--- src/rtl/pipe_wb_regfile_pkg.sv ---
// Shared constants and types for the writeback stage and register file.
// Also holds the wm2reg select encoding used by the ID-stage control unit.
package pipe_wb_regfile_pkg;

  localparam int unsigned DW   = 32;
  localparam int unsigned AW   = 5;
  localparam int unsigned NREG = 32;

  typedef logic [AW-1:0] regno_t;

  localparam regno_t R0 = regno_t'(0);

  localparam logic SEL_ALU = 1'b0;
  localparam logic SEL_MEM = 1'b1;

endpackage

--- src/rtl/pipe_wb_regfile_wb_mux.sv ---
// Writeback data selector: load data or ALU result, chosen by wm2reg.
// Purely combinational so the forwarding network can reuse it.
module wb_mux
  import pipe_wb_regfile_pkg::*;
#(
  parameter int unsigned DW = pipe_wb_regfile_pkg::DW
) (
  input  logic          sel,
  input  logic [DW-1:0] alu,
  input  logic [DW-1:0] mem,
  output logic [DW-1:0] y
);

  assign y = (sel == SEL_MEM) ? mem : alu;

endmodule

--- src/rtl/pipe_wb_regfile.sv ---
// WB stage: writeback select, architectural register file with two async
// read ports, and a saturating retired-write counter. Optional same-cycle
// write-through bypass on the read ports is enabled by defining WB_BYPASS_EN.
module pipe_wb_regfile
  import pipe_wb_regfile_pkg::*;
#(
  parameter int unsigned DW   = pipe_wb_regfile_pkg::DW,
  parameter int unsigned AW   = pipe_wb_regfile_pkg::AW,
  parameter int unsigned NREG = pipe_wb_regfile_pkg::NREG,
  parameter int unsigned CW   = 32
) (
  input  logic          clk,
  input  logic          clrn,
  input  logic          wwreg,
  input  logic          wm2reg,
  input  logic [DW-1:0] wmo,
  input  logic [DW-1:0] walu,
  input  logic [AW-1:0] wrn,
  input  logic [AW-1:0] rna,
  input  logic [AW-1:0] rnb,
  output logic [DW-1:0] qa,
  output logic [DW-1:0] qb,
  output logic [DW-1:0] wdi,
  output logic [CW-1:0] wcount
);

  logic [DW-1:0] regs [NREG];
  logic          we;
  logic [DW-1:0] qa_stored;
  logic [DW-1:0] qb_stored;

  wb_mux #(.DW(DW)) u_wb_mux (
    .sel (wm2reg),
    .alu (walu),
    .mem (wmo),
    .y   (wdi)
  );

  // A write to r0 is not a committed write: no state change, no count.
  assign we = wwreg && (wrn != AW'(R0));

  // Entry 0 is only ever cleared, so it is a constant zero after reset.
  always_ff @(posedge clk or negedge clrn) begin
    if (!clrn) begin
      for (int i = 0; i < int'(NREG); i++) begin
        regs[i] <= '0;
      end
    end else begin
      for (int i = 1; i < int'(NREG); i++) begin
        if (we && (wrn == AW'(i))) begin
          regs[i] <= wdi;
        end
      end
    end
  end

  always_ff @(posedge clk or negedge clrn) begin
    if (!clrn) begin
      wcount <= '0;
    end else if (we && (wcount != {CW{1'b1}})) begin
      wcount <= wcount + CW'(1);
    end
  end

  always_comb begin
    qa_stored = '0;
    qb_stored = '0;
    if (rna != AW'(R0)) qa_stored = regs[rna];
    if (rnb != AW'(R0)) qb_stored = regs[rnb];
  end

`ifdef WB_BYPASS_EN
  // Write-through lets ID consume a value in the same cycle it is written back.
  always_comb begin
    qa = qa_stored;
    qb = qb_stored;
    if (we && (wrn == rna)) qa = wdi;
    if (we && (wrn == rnb)) qb = wdi;
  end
`else
  always_comb begin
    qa = qa_stored;
    qb = qb_stored;
  end
`endif

endmodule

--- config.mk ---
export PLATFORM = sky130hd
export DESIGN_NAME = pipe_wb_regfile
export DESIGN_NICKNAME = d
export VERILOG_FILES = /design/src/rtl/pipe_wb_regfile_pkg.sv /design/src/rtl/pipe_wb_regfile_wb_mux.sv /design/src/rtl/pipe_wb_regfile.sv
export SDC_FILE = /design/constraint.sdc
export NUM_CORES = 2
export LEC_CHECK = 0
export BUFFER_PORTS_ARGS = -buffer_cell sky130_fd_sc_hd__clkbuf_2
export CELL_PAD_IN_SITES_DETAIL_PLACEMENT = 2
export CELL_PAD_IN_SITES_GLOBAL_PLACEMENT = 2
export CORE_MARGIN = 10
export CORE_UTILIZATION = 45
export DETAILED_ROUTE_END_ITERATION = 6
export PLACE_DENSITY_LB_ADDON = 0.1
export SETUP_SLACK_MARGIN = 0.2
export SLEW_MARGIN = 10
export SYNTH_ARGS = -nofsm -noshare
export SYNTH_HDL_FRONTEND = slang
export SYNTH_SLANG_ARGS = --single-unit
--- constraint.sdc ---
create_clock -name clk -period 4.4 [get_ports clk]
set_input_delay 0.22 -clock clk [delete_from_list [all_inputs] [get_ports clk]]
set_output_delay 0.22 -clock clk [all_outputs]
set_load 0.02 [all_outputs]
; ---- Word-level counts from Yosys, hierarchy flattened
; Index checks and enable logic that the tools add are counted.
[totals]
reg_bits = 1024
latchBits = 0
ramBits = 0
rom_bits = 0
in_bits = 83
out_inout_bits = 128
memories = 0
[op_classes]
n_addsub = 1
multipliers = 0
div_mod_pow = 0
order_cmp = 2
eq_ne = 32
shifts = 0
n_mux = 9
n_bitwise = 2
reduce_logical = 36
[op_table]
columns = cell, count
row1 = 32-bit binary-select mux with 5-bit select, 2
row2 = 32-bit two-way mux, 7
row3 = "5-bit equality test, second input constant", 16
row4 = "5-bit by 4-bit equality test with 1-bit output, second input constant", 8
row5 = 1-bit logical AND, 33
row6 = "32-bit by 1-bit adder with 32-bit output, second input constant", 1
row7 = "32-bit != test, second input constant", 1
row8 = "5-bit by 3-bit equality test with 1-bit output, second input constant", 4
row9 = 5-bit nonzero test, 3
row10 = "6-bit greater-or-equal comparator, second input constant", 2
row11 = 5-bit NOT with 6-bit output, 2
row12 = "5-bit by 2-bit equality test with 1-bit output, second input constant", 2
row13 = "5-bit by 1-bit equality test with 1-bit output, second input constant", 1

; ---- Longest topological paths before layout
[logic_depth]
word_depth = 5
mapped_depth = 9

; ---- Modules after synthesis
; From an unflattened synthesis, not the netlist that was laid out.
[hier_totals]
hier_cells = 3798
hier_area_um2 = 55335.6
[by_module_without_submodules]
columns = module, n_inst, cells_per_inst, area_per_inst_um2, seq_area_each_um2
row1 = pipe_wb_regfile, 1, 3762, 54791.3, 25624.6
row2 = wb_mux, 1, 36, 544.3, 0.0

; ---- Least setup slack after synthesis
; Ideal clock, no wire load.
[synth_path]
kind = in2out
start = in rnb[0]
end = out qb[19]
t_arrival_ps = 2118
required_ps = 4180
slack_ps = 2062
path_stages = 5
cell_sequence = clkbuf_1 clkbuf_1 mux4_2 mux2_2 a221o_1
[synth_between]
elab_chain_cells = 5
[synth_rtl]
columns = item, line_no
row1 = start: declaration, pipe_wb_regfile.sv:20  ; input logic [AW-1:0] rnb,
row2 = 5-bit NOT with 6-bit output (not written as such), pipe_wb_regfile.sv:69  ; if (rnb != AW'(R0)) qb_stored = regs[rnb];
row3 = 32-bit binary-select mux with 5-bit select, pipe_wb_regfile.sv:69
row4 = 32-bit two-way mux (not written as such) (2 in a row), pipe_wb_regfile.sv:69
row5 = 32-bit two-way mux (*), pipe_wb_regfile.sv:69
row6 = end: declaration, pipe_wb_regfile.sv:22  ; output logic [DW-1:0] qb,
; Mark *: on every way between the ends. The rest lies on a longest branch, timed or not. The select of a mux whose other input is x is not followed.

; ---- Worst setup path after layout
[layout_path]
start = in rna[0]
end = out qa[4]
[layout_between]
elab_chain_cells = 5
[layout_rtl]
columns = item, line_no
row1 = start: declaration, pipe_wb_regfile.sv:19  ; input logic [AW-1:0] rna,
row2 = 5-bit NOT with 6-bit output (not written as such), pipe_wb_regfile.sv:68  ; if (rna != AW'(R0)) qa_stored = regs[rna];
row3 = 32-bit binary-select mux with 5-bit select, pipe_wb_regfile.sv:68
row4 = 32-bit two-way mux (not written as such) (2 in a row), pipe_wb_regfile.sv:68
row5 = 32-bit two-way mux (*), pipe_wb_regfile.sv:68
row6 = end: declaration, pipe_wb_regfile.sv:21  ; output logic [DW-1:0] qa,
; Marked as above.

==> results.sh <==
export IMPL_setup_violations_final=0
export IMPL_placed_cells=6307
export IMPL_post_route_drc_count=0
export IMPL_rrSetupSlack_ns=1.84
export IMPL_min_path_type="in -> reg"
export IMPL_regToRegStartpoint="wcount[13]$_DFFE_PN0P_"
export IMPL_first_iter_violations=4082
export IMPL_fin_crit_sh=0.767
export IMPL_layoutNonFillerInstCount=6530
export IMPL_p_leak_nw=26.0
export IMPL_viasPerCell=6.76
export IMPL_hold_buffers=5
export IMPL_holdCritStartpoint="wmo[4]"
export IMPL_cts_clk_slew_worst_paths_ns=0.06
export IMPL_syn_instance_count=4906
export IMPL_crit_buf_inv=4
export IMPL_total_power_mw=30.9
export IMPL_die_area_um2=131000
export IMPL_wl_per_cell_um=35.1
export IMPL_start_util=0.453
export IMPL_area_growth_pct=14.2
export IMPL_detail_route_wirelength_um=229000
export IMPL_maxCapViolCount=0
export IMPL_worstMarginPinSlew_ns=1.31
export IMPL_synth_compound_area_share=0.143
export IMPL_synthArstFlopShare=1.00
export IMPL_rows=125
export IMPL_max_slew_margin=0.128
export IMPL_cp_top_family="buffers and inverters"
export IMPL_dr_pass1_iters=5
export IMPL_multi_input_area_um2=25600
export IMPL_ant_nets=0
export IMPL_cts_made_buffers=117
export IMPL_hold_worst_slack_ns=0.0710
export IMPL_fillers=11500
export IMPL_core_area_um2=116000
export IMPL_cts_resized=0
export IMPL_arrival_ns=3.16
export IMPL_dominantRegCellSynth="dfrtp_1"
export IMPL_place_hpwl_um=134000
export IMPL_required_ns=4.18
export IMPL_die_w_um=362
export IMPL_synth_simple_gate_area_share=0.0942
export IMPL_synth_top_area_cell="dfrtp_1"
export IMPL_clkSinkCount=1024
export IMPL_synth_adder_area_share=0.000237
export IMPL_ios=211
export IMPL_crit_top_cell="buf_4"
export IMPL_min_to="regs[388]$_DFFE_PN0P_"
export IMPL_setup_worst_path_start="rna[0]"
export IMPL_post_cts_buffers=0
export IMPL_synth_top_cell_area_share=0.486
export IMPL_cp_end_kind="primary output"
export IMPL_yosys_warnings=32
export IMPL_synth_edf_count=0
export IMPL_avgSynthCellArea_um2=10.8
export IMPL_min_period_ns=3.38
export IMPL_path_cells="buf_8 -> buf_4 -> mux4_2 -> a22o_1 -> o21ai_1 -> o21ai_0 -> buf_4 -> clkbuf_2"
export IMPL_start_kind="primary input"
export IMPL_synth_top_family_by_area="multiplexers"
export IMPL_critPathMaxStageDelay_ns=0.56
export IMPL_grt_first_pass_wirelength_um=341000
export IMPL_r2r_end="wcount[29]$_DFFE_PN0P_"
export IMPL_cts_buffer_depth=3
export IMPL_grt_pass1_vias=49200
export IMPL_clk_insertion_delay_late_ns=0.71
export IMPL_mappedNetlistArea_um2=52800
export IMPL_nNetsFinal=4991
export IMPL_gr_total_overflow=0
export IMPL_yosysSeqAreaShare=0.486
export IMPL_ys_types=50
export IMPL_ys_seq_elements=1024
export IMPL_antenna_found_initial=7
export IMPL_finalHoldViolCount=0
export IMPL_setup_tns_ns=0
export IMPL_muxShareOfSynthArea=0.232
export IMPL_cts_tree="yes"
export IMPL_worst_ir_drop_vdd_v=0.000369
export IMPL_synth_area_leaders="dfrtp_1 49%, mux4_2 17%, a21oi_1 5.2%, o21ai_0 4.5%, nor2_1 4.4%"
export IMPL_die_h_um=362
export IMPL_htreeDepth=3
export IMPL_port_buffers=210
export IMPL_gp_congestion=0.811
export IMPL_finalMaxSlewViolations=0
export IMPL_vias=44200
export IMPL_cts_root_buf="clkbuf_16"
export IMPL_syn_num_nets=4990
export IMPL_crit_type="in -> out"
export IMPL_rsz0062_at_grt="false"
export IMPL_clock_fmax_mhz=296
export IMPL_cp_slowest_cell="buf_8"
export IMPL_synthXorXnorAreaFrac=0.00515
export IMPL_ff2ff_path_depth=5
export IMPL_hold_depth=4
export IMPL_critPathMaxFanout=68
export IMPL_power_density_nw_per_um2=512
export IMPL_area_sequential_um2=25600
export IMPL_skew_ns=0.00797
export IMPL_grt_max_degree=131
export IMPL_status="completed"
export IMPL_grtUsageTotal=0.347
export IMPL_drive_gt1_frac=0.228
per-layer routing:
layer | vias up | part of all wire | wire [um] | track usage
met2 | 1841 | 0.48 | 110000 | 0.571
li1 | 17800 | - | - | -
met1 | 23900 | 0.40 | 92200 | 0.449
met3 | 584 | 0.066 | 15200 | 0.0596
met4 | 8 | 0.050 | 11400 | 0.155
met5 | - | 0.00024 | 55 | 0
Yosys cell counts (all sizes together) (4+ instances only):
library cell  instances
and3                  4
a2111oi               6
mux2                 84
a2111o                4
xnor2                20
nor3                 11
o22ai                56
clkbuf              399
nand2               535
a21oi               553
a221oi               10
o31ai                33
a22oi                61
or2                   7
or3                   4
o21ai               534
nor2b                13
inv                  36
buf                 100
xor2                 11
o221ai                4
nand2b                9
mux4                405
nor4                  7
nand3                18
nand4                22
a22o                 64
dfrtp              1024
a221o                15
nor2                612
mux2i               219
cell usage in the layout, fill, tap and decap left out, drive strengths merged, types with 10 or more instances in the layout:
master / instances
mux4: 405
a22o: 64
clkbuf: 369
xnor2: 20
mux2: 84
o31ai: 33
o21ai: 534
mux2i: 219
nand4: 22
clkinv: 30
bufinv: 10
xor2: 11
a22oi: 61
o22ai: 56
nor2b: 13
dfrtp: 1024
nor3: 11
nand2: 535
a21oi: 553
nor2: 612
buf: 175
inv: 39
a221oi: 10
a221o: 15
nand3: 18
power breakdown:
part	leakage [nW]	switching [mW]	total, mW	internal [mW]
Sequential	12.7	1.88	13.4	11.5
Combinational	11.2	3.90	7.24	3.33
Clock	1.98	4.25	10.3	6.03
Total	26.0	10.0	30.9	20.8
worst min-delay path, cell delays in order:
cell and delay, ns:
clkbuf_2 0.08, mux2i_2 0.05, buf_4 0.24, a21oi_1 0.15
flip-flops by register name, summed over array words and instances (netlist names):
name and flops:
wcount 32, regs 992
cell families after synthesis:
kind of cell	count (synthesis)
compound gates	1354
simple gates	1253
flops	1024
mux	708
buf+inv	535
xor+xnor	31
fa+ha+maj	1
stage by stage:
step                      worst slack [ns]  utilization  instance area [um^2]
after floorplan                       2.06            -                 52800
after CTS                             1.05        0.518                 60300
final                                 1.02        0.518                 60300
after global placement               0.498        0.483                 56200
after detailed placement              1.11        0.483                 56200
after global routing                 0.929        0.518                 60300
final cells by class:
class	instances	area share
diodes	1	0.0000415
clock buffers	168	0.0575
clock inverters	49	0.00884
inverters	36	0.00224
multi-input cells	3347	0.425
flip-flops and latches	1024	0.425
well taps	1524	0.0316
repair buffers	381	0.0492
worst max path at each step:
| stage | depth (start not counted) | slack, ns | end |
|---|---|---|---|
| 6_report | 8 | 1.02 | qa[4] |
| 5_1_grt | 9 | 0.93 | qa[2] |
| 4_1_cts | 7 | 1.05 | qa[25] |
| 3_5_place_dp | 7 | 1.11 | qa[25] |
| 3_3_place_gp | 9 | 0.50 | qa[2] |
| 2_1_floorplan | 5 | 2.06 | qb[19] |
Power figures use the tool's default switching activity.
